`src/rtl/powerup_pkg.sv`:
```
// Shared types for the powerup scheduler: slot and sweep state encodings,
// the per-slot record, and a half-open interval overlap helper.
package powerup_pkg;

  typedef enum logic [1:0] {
    SLOT_IDLE = 2'd0,
    SLOT_FALL = 2'd1,
    SLOT_REST = 2'd2
  } slot_state_t;

  typedef enum logic {
    SW_WAIT  = 1'b0,
    SW_SWEEP = 1'b1
  } sweep_state_t;

  typedef struct packed {
    slot_state_t state;
    logic [9:0]  x;
    logic [9:0]  y;
    logic [1:0]  kind;
    logic [8:0]  counter;
  } slot_t;

  // [a_lo, a_hi) intersects [b_lo, b_hi)
  function automatic logic overlap(input logic [10:0] a_lo, input logic [10:0] a_hi,
                                   input logic [10:0] b_lo, input logic [10:0] b_hi);
    return (a_lo < b_hi) && (b_lo < a_hi);
  endfunction

endpackage

```
`src/rtl/powerup_hit.sv`:
```
// Combinational hit test of one sprite box against the current draw pixel,
// returning the pixel's offset inside the sprite ROM when it hits.
module powerup_hit #(
  parameter int SPRITE_W = 20,
  parameter int SPRITE_H = 28
) (
  input  logic       enable,
  input  logic [9:0] x,
  input  logic [9:0] y,
  input  logic [9:0] draw_x,
  input  logic [9:0] draw_y,
  output logic       hit,
  output logic [9:0] addr
);

  logic       in_x;
  logic       in_y;
  logic [9:0] off_x;
  logic [9:0] off_y;

  assign in_x  = (draw_x >= x) && ({1'b0, draw_x} < ({1'b0, x} + 11'(SPRITE_W)));
  assign in_y  = (draw_y >= y) && ({1'b0, draw_y} < ({1'b0, y} + 11'(SPRITE_H)));
  assign off_x = draw_x - x;
  assign off_y = draw_y - y;
  assign hit   = enable && in_x && in_y;
  assign addr  = hit ? (off_y * 10'(SPRITE_W) + off_x) : 10'd0;

endmodule

```
`src/rtl/powerup_scheduler.sv`:
```
// Powerup slot scheduler: spawns falling sprites, advances them once per frame,
// handles collection/expiry and resolves the sprite pixel. Optional macro: POWERUP_BLINK_EN.
//   state    | meaning
//   SW_WAIT  | idle between frames, waiting for frame_start
//   SW_SWEEP | visiting slot idx, one slot per cycle
module powerup_scheduler
  import powerup_pkg::*;
#(
  parameter int NUM_SLOTS = 4,
  parameter int SPRITE_W  = 20,
  parameter int SPRITE_H  = 28,
  parameter int FLOOR_Y   = 440,
  parameter int FALL_STEP = 2,
  parameter int LIFETIME  = 300,
  parameter int PLAYER_W  = 32,
  parameter int PLAYER_H  = 48
) (
  input  logic       vga_clk,
  input  logic       reset_n,
  input  logic       frame_start,
  input  logic       spawn_req,
  input  logic [9:0] spawn_x,
  input  logic [9:0] spawn_y,
  input  logic [1:0] spawn_type,
  output logic       spawn_ack,
  output logic       spawn_drop,
  input  logic [9:0] player_x,
  input  logic [9:0] player_y,
  output logic       collect_valid,
  output logic [1:0] collect_type,
  input  logic [9:0] DrawX,
  input  logic [9:0] DrawY,
  output logic [9:0] rom_address,
  output logic       pix_valid,
  output logic [1:0] pix_type
);

  localparam int          IDX_W     = (NUM_SLOTS > 1) ? $clog2(NUM_SLOTS) : 1;
  localparam logic [10:0] FLOOR_TOP = 11'(FLOOR_Y - SPRITE_H);
  localparam logic [8:0]  LAST_CNT  = 9'(LIFETIME - 1);

  slot_t            slots [NUM_SLOTS];
  sweep_state_t     sweep_state, sweep_next;
  logic [IDX_W-1:0] idx, idx_next;

  logic             spawn_found;
  logic [IDX_W-1:0] spawn_idx;

  slot_t            cur, upd;
  logic             collect_hit;
  logic [10:0]      fall_y;

  always_comb begin
    spawn_found = 1'b0;
    spawn_idx   = '0;
    for (int i = NUM_SLOTS - 1; i >= 0; i--) begin
      if (slots[i].state == SLOT_IDLE) begin
        spawn_found = 1'b1;
        spawn_idx   = IDX_W'(i);
      end
    end
  end

  always_ff @(posedge vga_clk) begin
    if (!reset_n) begin
      sweep_state <= SW_WAIT;
      idx         <= '0;
    end else begin
      sweep_state <= sweep_next;
      idx         <= idx_next;
    end
  end

  always_comb begin
    sweep_next = sweep_state;
    idx_next   = idx;
    case (sweep_state)
      SW_WAIT: begin
        if (frame_start) begin
          sweep_next = SW_SWEEP;
          idx_next   = '0;
        end
      end
      SW_SWEEP: begin
        if (idx == IDX_W'(NUM_SLOTS - 1)) begin
          sweep_next = SW_WAIT;
          idx_next   = '0;
        end else begin
          idx_next = idx + IDX_W'(1);
        end
      end
      default: sweep_next = SW_WAIT;
    endcase
  end

  // Collection beats movement and expiry for the visited slot.
  always_comb begin
    cur         = slots[idx];
    upd         = cur;
    collect_hit = 1'b0;
    fall_y      = {1'b0, cur.y} + 11'(FALL_STEP);
    if (cur.state != SLOT_IDLE) begin
      if (overlap({1'b0, cur.x}, {1'b0, cur.x} + 11'(SPRITE_W),
                  {1'b0, player_x}, {1'b0, player_x} + 11'(PLAYER_W)) &&
          overlap({1'b0, cur.y}, {1'b0, cur.y} + 11'(SPRITE_H),
                  {1'b0, player_y}, {1'b0, player_y} + 11'(PLAYER_H))) begin
        collect_hit = 1'b1;
        upd.state   = SLOT_IDLE;
      end else if (cur.state == SLOT_FALL) begin
        if (fall_y >= FLOOR_TOP) begin
          upd.y       = FLOOR_TOP[9:0];
          upd.state   = SLOT_REST;
          upd.counter = '0;
        end else begin
          upd.y = fall_y[9:0];
        end
      end else if (cur.counter == LAST_CNT) begin
        upd.state = SLOT_IDLE;
      end else begin
        upd.counter = cur.counter + 9'd1;
      end
    end
  end

  always_ff @(posedge vga_clk) begin
    if (!reset_n) begin
      for (int i = 0; i < NUM_SLOTS; i++) slots[i] <= '0;
      spawn_ack     <= 1'b0;
      spawn_drop    <= 1'b0;
      collect_valid <= 1'b0;
      collect_type  <= '0;
    end else begin
      for (int i = 0; i < NUM_SLOTS; i++) begin
        if (spawn_req && spawn_found && (spawn_idx == IDX_W'(i))) begin
          slots[i].state   <= SLOT_FALL;
          slots[i].x       <= spawn_x;
          slots[i].y       <= spawn_y;
          slots[i].kind    <= spawn_type;
          slots[i].counter <= '0;
        end else if ((sweep_state == SW_SWEEP) && (idx == IDX_W'(i))) begin
          slots[i] <= upd;
        end
      end
      spawn_ack     <= spawn_req && spawn_found;
      spawn_drop    <= spawn_req && !spawn_found;
      collect_valid <= (sweep_state == SW_SWEEP) && collect_hit;
      collect_type  <= ((sweep_state == SW_SWEEP) && collect_hit) ? cur.kind : 2'd0;
    end
  end

  logic [NUM_SLOTS-1:0] draw_en;
  logic [NUM_SLOTS-1:0] hit;
  logic [9:0]           hit_addr [NUM_SLOTS];

  always_comb begin
    for (int i = 0; i < NUM_SLOTS; i++) begin
      draw_en[i] = (slots[i].state != SLOT_IDLE);
`ifdef POWERUP_BLINK_EN
      // Expiring sprites flicker on a 16-frame period but stay collectable.
      if ((slots[i].state == SLOT_REST) && (slots[i].counter >= 9'(LIFETIME - 60)) &&
          slots[i].counter[3])
        draw_en[i] = 1'b0;
`endif
    end
  end

  for (genvar g = 0; g < NUM_SLOTS; g++) begin : g_hit
    powerup_hit #(
      .SPRITE_W(SPRITE_W),
      .SPRITE_H(SPRITE_H)
    ) u_hit (
      .enable(draw_en[g]),
      .x     (slots[g].x),
      .y     (slots[g].y),
      .draw_x(DrawX),
      .draw_y(DrawY),
      .hit   (hit[g]),
      .addr  (hit_addr[g])
    );
  end

  logic       win_valid;
  logic [9:0] win_addr;
  logic [1:0] win_type;

  always_comb begin
    win_valid = 1'b0;
    win_addr  = '0;
    win_type  = '0;
    for (int i = NUM_SLOTS - 1; i >= 0; i--) begin
      if (hit[i]) begin
        win_valid = 1'b1;
        win_addr  = hit_addr[i];
        win_type  = slots[i].kind;
      end
    end
  end

  always_ff @(posedge vga_clk) begin
    if (!reset_n) begin
      pix_valid   <= 1'b0;
      pix_type    <= '0;
      rom_address <= '0;
    end else begin
      pix_valid   <= win_valid;
      pix_type    <= win_type;
      rom_address <= win_addr;
    end
  end

endmodule

```
`config.mk`:
```
export PLATFORM = sky130hd
export DESIGN_NAME = powerup_scheduler
export DESIGN_NICKNAME = d
export VERILOG_FILES = /design/src/rtl/powerup_pkg.sv /design/src/rtl/powerup_hit.sv /design/src/rtl/powerup_scheduler.sv
export SDC_FILE = /design/constraint.sdc
export NUM_CORES = 1
export LEC_CHECK = 0
export CAP_MARGIN = 20
export CORE_MARGIN = 8
export CORE_UTILIZATION = 45
export DETAILED_ROUTE_END_ITERATION = 8
export DONT_BUFFER_PORTS = 1
export SLEW_MARGIN = 5
export SYNTH_ARGS = -nofsm -noshare
export SYNTH_HDL_FRONTEND = slang
export SYNTH_SLANG_ARGS = --single-unit
```
`constraint.sdc`:
```
create_clock -name vga_clk -period 5.45 [get_ports vga_clk]
set_input_delay 1.09 -clock vga_clk [delete_from_list [all_inputs] [get_ports vga_clk]]
set_output_delay 1.09 -clock vga_clk [all_outputs]
set_load 0.01 [all_outputs]
```
* After elaboration in Yosys (flattened, before gate mapping)
Memories as Yosys holds them, arrays and structs flattened. A register that Yosys moved wholly into a read port is not among the register bits.
Cells that the tools add are included.
** Storage, ports and cells
- Bits of input ports :: 66
- Output and inout port bits :: 18
- Word-level logic and storage cells :: 268
- Memories :: 1
- Register bits after elaboration :: 21
- Memory bits (writable) :: 132
** Memories
- slots :: words 4, width 33, rd ports 5, clocked after Yosys merged registers in 1, write ports 4, RTL line powerup_scheduler.sv:42 : slot_t slots [NUM_SLOTS];
** Cells by class
- Multipliers :: 4
- Muxes and demuxes :: 113
- Reduce and logical (&&, ||, !) cells :: 43
- $lt $le $gt $ge :: 21
- Add/subtract/negate cells :: 27
- Equality and inequality tests :: 9
- Bitwise logic cells :: 41
** Operators with widths (count)
- $mux 10 :: 24
- $lt 10x11->1 :: 12
- $mux 9 :: 13
- $add 10x5->11 const B :: 10
- $ge 10x10->1 :: 8
- $sub 10x10->10 :: 8
- $mux 2 :: 33
- $mux 1 :: 41
- $add 10x10->10 :: 4
- $mul 10x3->8 const B :: 4
- $or 1x1->1 :: 40
- $logic_and 1x1->1 :: 30
- $add 10x6->11 const B :: 2
- $logic_not 2->1 :: 6
- $add 10x2->11 const B :: 1
- $ge 11x9->1 const B :: 1
- $reduce_bool 2->1 :: 5
- $add 9x1->9 const B :: 1
- $eq 9x9->1 const B :: 1
- $eq 2x2->1 const B :: 4
- $eq 2x1->1 const B :: 3
- $pmux 2 s2 :: 1
- $add 2x1->2 const B :: 1
- $ne 2x2->1 const B :: 1
- 4 further kinds :: 4

* Depth between registers and ports, before layout
Gate-level depths: netlist (run 1).
An unclocked memory read counts as a cell.
- Depth in word-level cells :: 13
- Depth in mapped cells :: 21

* Cells and area by module
Synthesis (run 1) repeated with hierarchy kept, for this count alone.
** Second synthesis, totals
- Cells, all modules :: 1789
- Area, all modules :: 17224.0 um2
** Modules (own cells, without submodules)
- powerup_scheduler :: times used 1, area an instance 9237.6 um2, cells each 810, seq. area each 4424.2 um2
- powerup_hit at g_hit[0].u_hit :: times used 1, area an instance 2011.9 um2, cells each 253, seq. area each 0.0 um2
- powerup_hit at g_hit[2].u_hit :: times used 1, area an instance 2000.7 um2, cells each 249, seq. area each 0.0 um2
- powerup_hit at g_hit[1].u_hit :: times used 1, area an instance 1991.9 um2, cells each 234, seq. area each 0.0 um2
- powerup_hit at g_hit[3].u_hit :: times used 1, area an instance 1981.9 um2, cells each 243, seq. area each 0.0 um2

* Worst setup path after synthesis (run 1)
No wires, ideal clock.
- Path kind :: input-to-reg
- From :: in DrawY[0]
- To :: reg rom_address[9]
- Library setup time :: 0.118 ns
- Path slack :: 0.174 ns
- Cell stages on the path :: 21
- Arrival time :: 5.159 ns
- Cells stage by stage :: inv_1 > ha_1 > inv_1 > fa_1 > a21o_1 > a21oi_1 > xnor2_1 > ha_1 > inv_1 > fa_1 > inv_1 > fa_1 > ha_1 > o21a_1 > a21oi_1 > o21bai_1 > a21oi_1 > xnor3_1 > nand2_1 > o31ai_1 > o2111a_1
** Between the ends
- Word-level cells in the longest chain between the ends :: 7
- Elaborated cells on any way between the ends :: 32
- Classes of those cells :: 8 x add/sub; 4 x mul; 8 x order compare; 4 x mux; 8 x reduce/logical
** Ends and longest elaborated chain
- start, declared :: RTL line powerup_scheduler.sv:32 : input logic [9:0] DrawY,
- $sub 10x10->10, or another cell as far along :: RTL line powerup_hit.sv:24 : assign off_y = draw_y - y;
- $mul 10x3->8 / $logic_and 1x1->1 (equally long branches) :: RTL line powerup_hit.sv:26, powerup_hit.sv:22
- $add 10x10->10 / $logic_and 1x1->1 (equally long branches) :: RTL line powerup_hit.sv:26, powerup_hit.sv:25
- $mux 10 (3 in a row) :: RTL line powerup_scheduler.sv:191 : if (hit[i]) begin
- $mux 10 (*) :: RTL line powerup_scheduler.sv:191
- end signal, assigned :: RTL line powerup_scheduler.sv:207 : rom_address <= win_addr;
- end, declared :: RTL line powerup_scheduler.sv:33 : output logic [9:0] rom_address,
Every way passes the cells marked *; elsewhere a longest branch is shown, timed or not.
A chain may end at the register's enable or synchronous reset.

* Final worst setup path (run 1)
Same ends and word-level chain as after synthesis.

==> results.py, run 1 <==
metrics = {
    "clock_network": {
        "cts.reportedPaths.clkPinSlew_ns": 0.09,
        "clk_path_buf_depth": 2,
        "post_cts_buffers": 0,
        "htree_levels": 4,
        "clk_latency_ns": 0.46,
        "cts_tree": "done",
        "postCtsResizedCells": 0,
        "ctsHoldBuffers": 0,
        "cts_root_buf": "clkbuf_16",
        "cts.sinks": 155,
        "cts_buffers": 17,
    },
    "power": {
        "powerDensity_nw_per_um2": 365,
        "ir_worst_vdd_mv": 0.260,
        "leakagePower_nw": 7.48,
    },
    "die": {
        "die_area_um2": 43200,
        "start_util_pct": 45.5,
        "num_rows": 70,
        "die_y_um": 208,
        "die_w_um": 208,
        "io_pins": 84,
        "coreArea_um2": 36400,
    },
    "yosys": {
        "synthesis.nets": 2100,
        "synth_compound_area_share_pct": 18.6,
        "yosysWarnings": 0,
        "async_reset_ff_share_pct": 0,
        "synth-simple-area-share_pct": 11.9,
        "synthMuxAreaShare_pct": 4.73,
        "ys_seq_area_share_pct": 26.7,
        "synth_fa_ha_area_share_pct": 25.5,
        "synthCells": 1723,
        "synth.distinct_cells": 80,
        "yosys_register_bits": 155,
        "synth-edff-count": 132,
        "synth_xor_area_share_pct": 7.38,
        "netlist_area_um2": 16600,
        "synth_top_family_by_area": "adder cells",
        "syn_area_per_cell_um2": 9.62,
        "synth_ff_type": "edfxtp_1",
    },
    "timing": {
        "timing.hold.ws_ns": 0.632,
        "relSlewSlack_pct": 27.5,
        "rsz0062_at_grt": "false",
        "hold_violations": 0,
        "worst_pin_slew_ns": 1.06,
        "final.setup_skew_ns": 0.0244,
        "post-route-period-util_pct": 93.0,
        "setup_violations": 0,
        "finalSetupTns_ns": 0,
        "slew_viol_final": 0,
        "period_minus_slack_ns": 5.07,
        "timing.fmax_mhz": 197,
    },
    "place": {
        "hpwl_um": 40400,
        "routabilityCongestion": 0.926,
        "dp.cells": 2190,
        "io_buffers": 0,
    },
    "global_route": {
        "grt_usage_pct": 23.2,
        "grt.overflow.total": 0,
        "grt_pass1_wl_um": 78300,
        "grt_max_degree": 34,
        "grt_pass1_vias": 13600,
        "antenna_found_initial": 0,
    },
    "drt": {
        "vias": 13600,
        "firstDrtPassIters": 5,
        "wl_um": 50900,
        "via_per_inst": 6.09,
        "drc": 0,
        "drt_iter0_markers": 1001,
        "wl_per_cell_um": 22.9,
        "postRouteAntennaNets": 0,
    },
    "critical_path": {
        "timing.critical_path.fanout_max": 2,
        "cp-startpoint": "DrawY[0]",
        "crit_path_start_kind": "primary input",
        "cp_cell_sequence": "inv_1 -> ha_1 -> inv_1 -> fa_1 -> a21o_1 -> a21oi_1 -> xnor2_1 -> ha_1 -> inv_1 -> fa_1 -> inv_1 -> fa_1 -> ha_1 -> o21a_1 -> a21oi_1 -> o21bai_1 -> a21oi_1 -> xnor3_1 -> nand2_1 -> o31ai_1 -> buf_4 -> o2111a_1",
        "path_class": "in -> reg",
        "arrival_ns": 5.43,
        "reg2reg_depth": 15,
        "crit_slowest_cell": "fa_1",
        "cpMostUsedCell": "inv_1",
        "worstPathRequired_ns": 5.81,
        "slowest_delay_ns": 0.53,
        "critical_path.endpoint_type": "flop",
    },
    "cells_and_area": {
        "areaGrowthSynthToFinish_pct": 8.48,
        "final_cells": 2224,
        "nets": 2120,
        "layout_commonest_cell": "ha_1",
        "drive_gt1_share_pct": 7.92,
        "antennaDiodeCount": 0,
        "final_cell_mix": "267 x ha_1, 170 x inv_1, 132 x edfxtp_1",
    },
    "hold_path": {
        "hold_depth": 2,
        "min_from": "idx[0]$_SDFFE_PN0N_",
        "hp-class": "reg -> reg",
    },
    "status": {
        "status": "complete, no violations",
    },
    "run": {
        "cap_violations": 0,
    },
}
## cell usage after synthesis (19+ instances only)
cell / count / area [µm²]
inv_1: 170 / 638
nor2_1: 125 / 469
clkbuf_1: 33 / 124
nand3_1: 41 / 205
edfxtp_1: 132 / 3960
a21oi_1: 98 / 490
xor2_1: 35 / 307
a22o_1: 57 / 499
ha_1: 267 / 3340
nand2_1: 101 / 379
fa_1: 44 / 881
xnor2_1: 102 / 893
o21a_1: 25 / 188
dfxtp_1: 23 / 460
mux4_2: 33 / 743
a21o_1: 36 / 270
o21ai_0: 91 / 455
nand2b_1: 19 / 119
nor3_1: 36 / 180
## metrics by stage
step / instance area (µm²) / power (W) / utilization (%) / setup WS [ns]
3_3_place_gp: 17300 / 0.00530 / 47.6 / -0.0357
2_1_floorplan: 16600 / 0.00450 / - / 0.174
5_1_grt: 18000 / 0.00708 / 49.4 / 0.0682
3_5_place_dp: 17400 / 0.00537 / 47.6 / -0.0888
6_report: 18000 / 0.00657 / 49.4 / 0.381
4_1_cts: 17900 / 0.00657 / 49.2 / 0.390
## layout make-up
class,instances,area [µm²]
fillers,3352,18500
multi-input cells,1348,11300
flip-flops and latches,155,4430
inverters,171,642
well taps,468,586
repair buffers,50,453
clock buffers,18,450
clock inverters,14,116
## worst paths after layout
check	to	slack [ns]
worst min register to register	flop	0.63
worst max-delay path	rom_address[9]$_SDFF_PN0_	0.38
worst min-delay path	flop	0.63
worst max register to register	slots[0][31]$_SDFFCE_PN0P_	0.42
## state kept, by name, indices dropped and copies added, names as in the netlist, named ones only
name           flops
slots            132
rom_address       10
pix_type           2
collect_valid      1
pix_valid          1
spawn_ack          1
collect_type       2
idx                2
spawn_drop         1
sweep_state        1
## worst max-delay path: cells and delay by family
family,cells,cell delay [ns]
buffers and inverters,5,0.39
adders and majority gates,6,2.14
AOI/OAI and AO/OA,8,1.21
xor gates and xnor gates,2,0.50
and+or+nand+nor,1,0.07
## where the power goes
part	internal, W	leakage, nW	total, W	switching (W)
combinational	0.00183	5.61	0.00386	0.00203
clock	0.000627	0.287	0.00117	0.000546
sequential	0.00140	1.58	0.00153	0.000130
## routing by layer
layer,routed length (µm),track usage (%)
met1,21400,29.8
met2,23800,38.2
met3,4510,5.58
met4,1250,7.42
met5,0,0
## cell families (layout without fill, tap and decap cells)
family | after synthesis | count (layout)
XOR/XNOR | 138 | 138
buffers and inverters | 220 | 253
flip-flops | 155 | 155
multiplexers | 37 | 37
AO/OA/AOI/OAI | 447 | 447
AND/OR/NAND/NOR | 415 | 415
adder cells (fa/ha/maj) | 311 | 311
(Power assumes the default switching activity.)
==> run 2: changes to the inputs <==
--- a/config.mk
+++ b/config.mk
@@ -8,6 +8,7 @@
 export CAP_MARGIN = 20
 export CORE_MARGIN = 8
 export CORE_UTILIZATION = 45
+export CTS_BUF_LIST = sky130_fd_sc_hd__clkbuf_2 sky130_fd_sc_hd__clkbuf_4 sky130_fd_sc_hd__clkbuf_8
 export DETAILED_ROUTE_END_ITERATION = 8
 export DONT_BUFFER_PORTS = 1
 export SLEW_MARGIN = 5
==> run 2 against run 1 <==
Effect of this change:
- clock-buffer cell count down 1
- sequential share of layout area up 0.25 points
- final cell count about the same
- register-to-register slack worse by 0.06 ns
- clock skew up 0.015 ns
==> results.py, run 2 (same netlist as run 1, synthesis figures left out) <==
metrics = {
    "critical_path": {
        "cpMostUsedCell": "ha_1",
        "arrival_ns": 5.30,
        "timing.critical_path.fanout_max": 11,
        "slowest_delay_ns": 0.63,
        "crit_slowest_cell": "mux4_2",
        "path_class": "reg -> reg",
        "worstPathRequired_ns": 5.66,
        "cp_top_family": "compound AO/OA/AOI/OAI gates",
        "cp_cell_sequence": "buf_12 -> mux4_2 -> ha_1 -> o2111ai_1 -> xor2_1 -> ha_1 -> a2111oi_0 -> o21ai_0 -> nor3_1 -> o2bb2ai_1 -> or2_1 -> and3_1 -> a21oi_1 -> o21a_1 -> nor2_1",
        "crit_buf_inv": 1,
        "crit_path_start_kind": "flop",
        "critical_path.endpoint_type": "flop",
    },
    "place": {
        "routabilityCongestion": 0.926,
        "hpwl_um": 40400,
        "place_area_um2": 17400,
        "io_buffers": 0,
        "post-place-ws_ns": -0.0888,
    },
    "clock_network": {
        "cts_tree": "done",
        "htree_levels": 4,
        "postCtsResizedCells": 0,
        "cts_root_buf": "clkbuf_8",
        "cts_buffers": 17,
        "clk_latency_ns": 0.50,
        "ctsHoldBuffers": 0,
        "cts.reportedPaths.clkPinSlew_ns": 0.12,
        "post_cts_buffers": 0,
        "cts.sinks": 155,
        "clk_path_buf_depth": 2,
    },
    "timing": {
        "period_minus_slack_ns": 5.09,
        "rsz0062_at_grt": "false",
        "hold_violations": 0,
        "relSlewSlack_pct": 28.0,
        "fin_ws_ns": 0.356,
        "finalSetupTns_ns": 0,
        "final.setup_skew_ns": 0.0395,
        "worst_pin_slew_ns": 1.05,
        "post-route-period-util_pct": 93.5,
        "setup_violations": 0,
        "timing.fmax_mhz": 196,
        "slew_viol_final": 0,
    },
    "drt": {
        "drc": 0,
        "wl_per_cell_um": 22.8,
        "firstDrtPassIters": 5,
        "via_per_inst": 6.11,
        "drt_iter0_markers": 939,
        "vias": 13600,
        "postRouteAntennaNets": 0,
        "wl_um": 50800,
    },
    "cells_and_area": {
        "fin_util_pct": 48.8,
        "nFillCells": 3395,
        "final_cell_mix": "267 x ha_1, 170 x inv_1, 132 x edfxtp_1",
        "nets": 2120,
        "largest_reg_flops": 132,
        "areaGrowthSynthToFinish_pct": 7.38,
        "multi_input_area_um2": 11300,
        "design_area_um2": 17800,
        "regArea_um2": 4430,
        "regMostFlops": "slots",
        "drive_gt1_share_pct": 7.92,
        "layout_commonest_cell": "ha_1",
        "largestRegisters": "slots: 132 flops, rom_address: 10 flops",
    },
    "hold_path": {
        "hp-class": "reg -> reg",
    },
    "status": {
        "status": "complete, no violations",
    },
    "run": {
        "cap_violations": 0,
    },
    "global_route": {
        "use_met3_pct": 5.62,
        "grt_usage_pct": 23.1,
        "grt-busiest-layer": "met2",
        "grt_pass1_wl_um": 77900,
        "grt_util_met1_pct": 29.7,
        "grt.overflow.total": 0,
        "grt_max_degree": 34,
        "antenna_found_initial": 0,
        "use_met2_pct": 38.1,
        "grt_pass1_vias": 13500,
    },
    "power": {
        "comb_power_share_pct": 61.5,
        "clkPwrFrac_pct": 14.1,
        "powerDensity_nw_per_um2": 353,
        "p_total_w": 0.00628,
        "pwr-share-seq_pct": 24.4,
        "switchingPower_w": 0.00267,
        "leakagePower_nw": 7.39,
        "ir_worst_vdd_mv": 0.228,
        "intPower_w": 0.00361,
        "p_sw_share_pct": 42.5,
    },
    "die": {
        "die_w_um": 208,
        "die_area_um2": 43200,
        "num_rows": 70,
        "start_util_pct": 45.5,
        "die_y_um": 208,
        "coreArea_um2": 36400,
        "io_pins": 84,
    },
}
==> run 2: power by group through the flow <==
stage	Combinational (W)	Sequential [W]	Clock, W
floorplan	0.00301	0.00148	0
global placement	0.00375	0.00155	0
detailed placement	0.00382	0.00155	0
CTS	0.00385	0.00153	0.000901
global route	0.00431	0.00154	0.000944
finish	0.00386	0.00153	0.000883
==> run 2: tightest hold or removal path: stages (launching register included) <==
cell,delay (ns)
dfxtp_1,0.37
a21oi_1,0.16
nor2_1,0.07
==> run 2: layout make-up <==
| class | count | area share, % |
|---|---|---|
| diodes | 1 | 0.0141 |
| inverters | 171 | 3.61 |
| clock inverters | 15 | 0.823 |
| flip-flops and latches | 155 | 24.9 |
| clock buffers | 17 | 1.31 |
| well taps | 468 | 3.29 |
| multi-input cells | 1348 | 63.5 |
| repair buffers | 50 | 2.54 |
==> run 2: path summary, 6_finish.rpt <==
check,end,slack [ns],cells after the start,from
max,slots[0][31]$_SDFFCE_PN0P_,0.36,15,flop
min,flop,0.64,2,idx[0]$_SDFFE_PN0N_
max reg2reg,slots[0][31]$_SDFFCE_PN0P_,0.36,15,flop
min reg2reg,flop,0.64,2,idx[0]$_SDFFE_PN0N_
==> run 2: layer usage <==
layer	wire length [µm]	vias up
met3	4360	79
met4	1200	0
met1	21500	6624
met2	23800	493
li1	-	6404
met5	0	-
==> run 2: per-stage QoR <==
stage               std cells  hold slack [ns]
CTS                      2222            0.637
finish                   2225            0.638
global placement         2189            0.576
global route             2224            0.693
detailed placement       2190            0.612
floorplan                1723            0.542
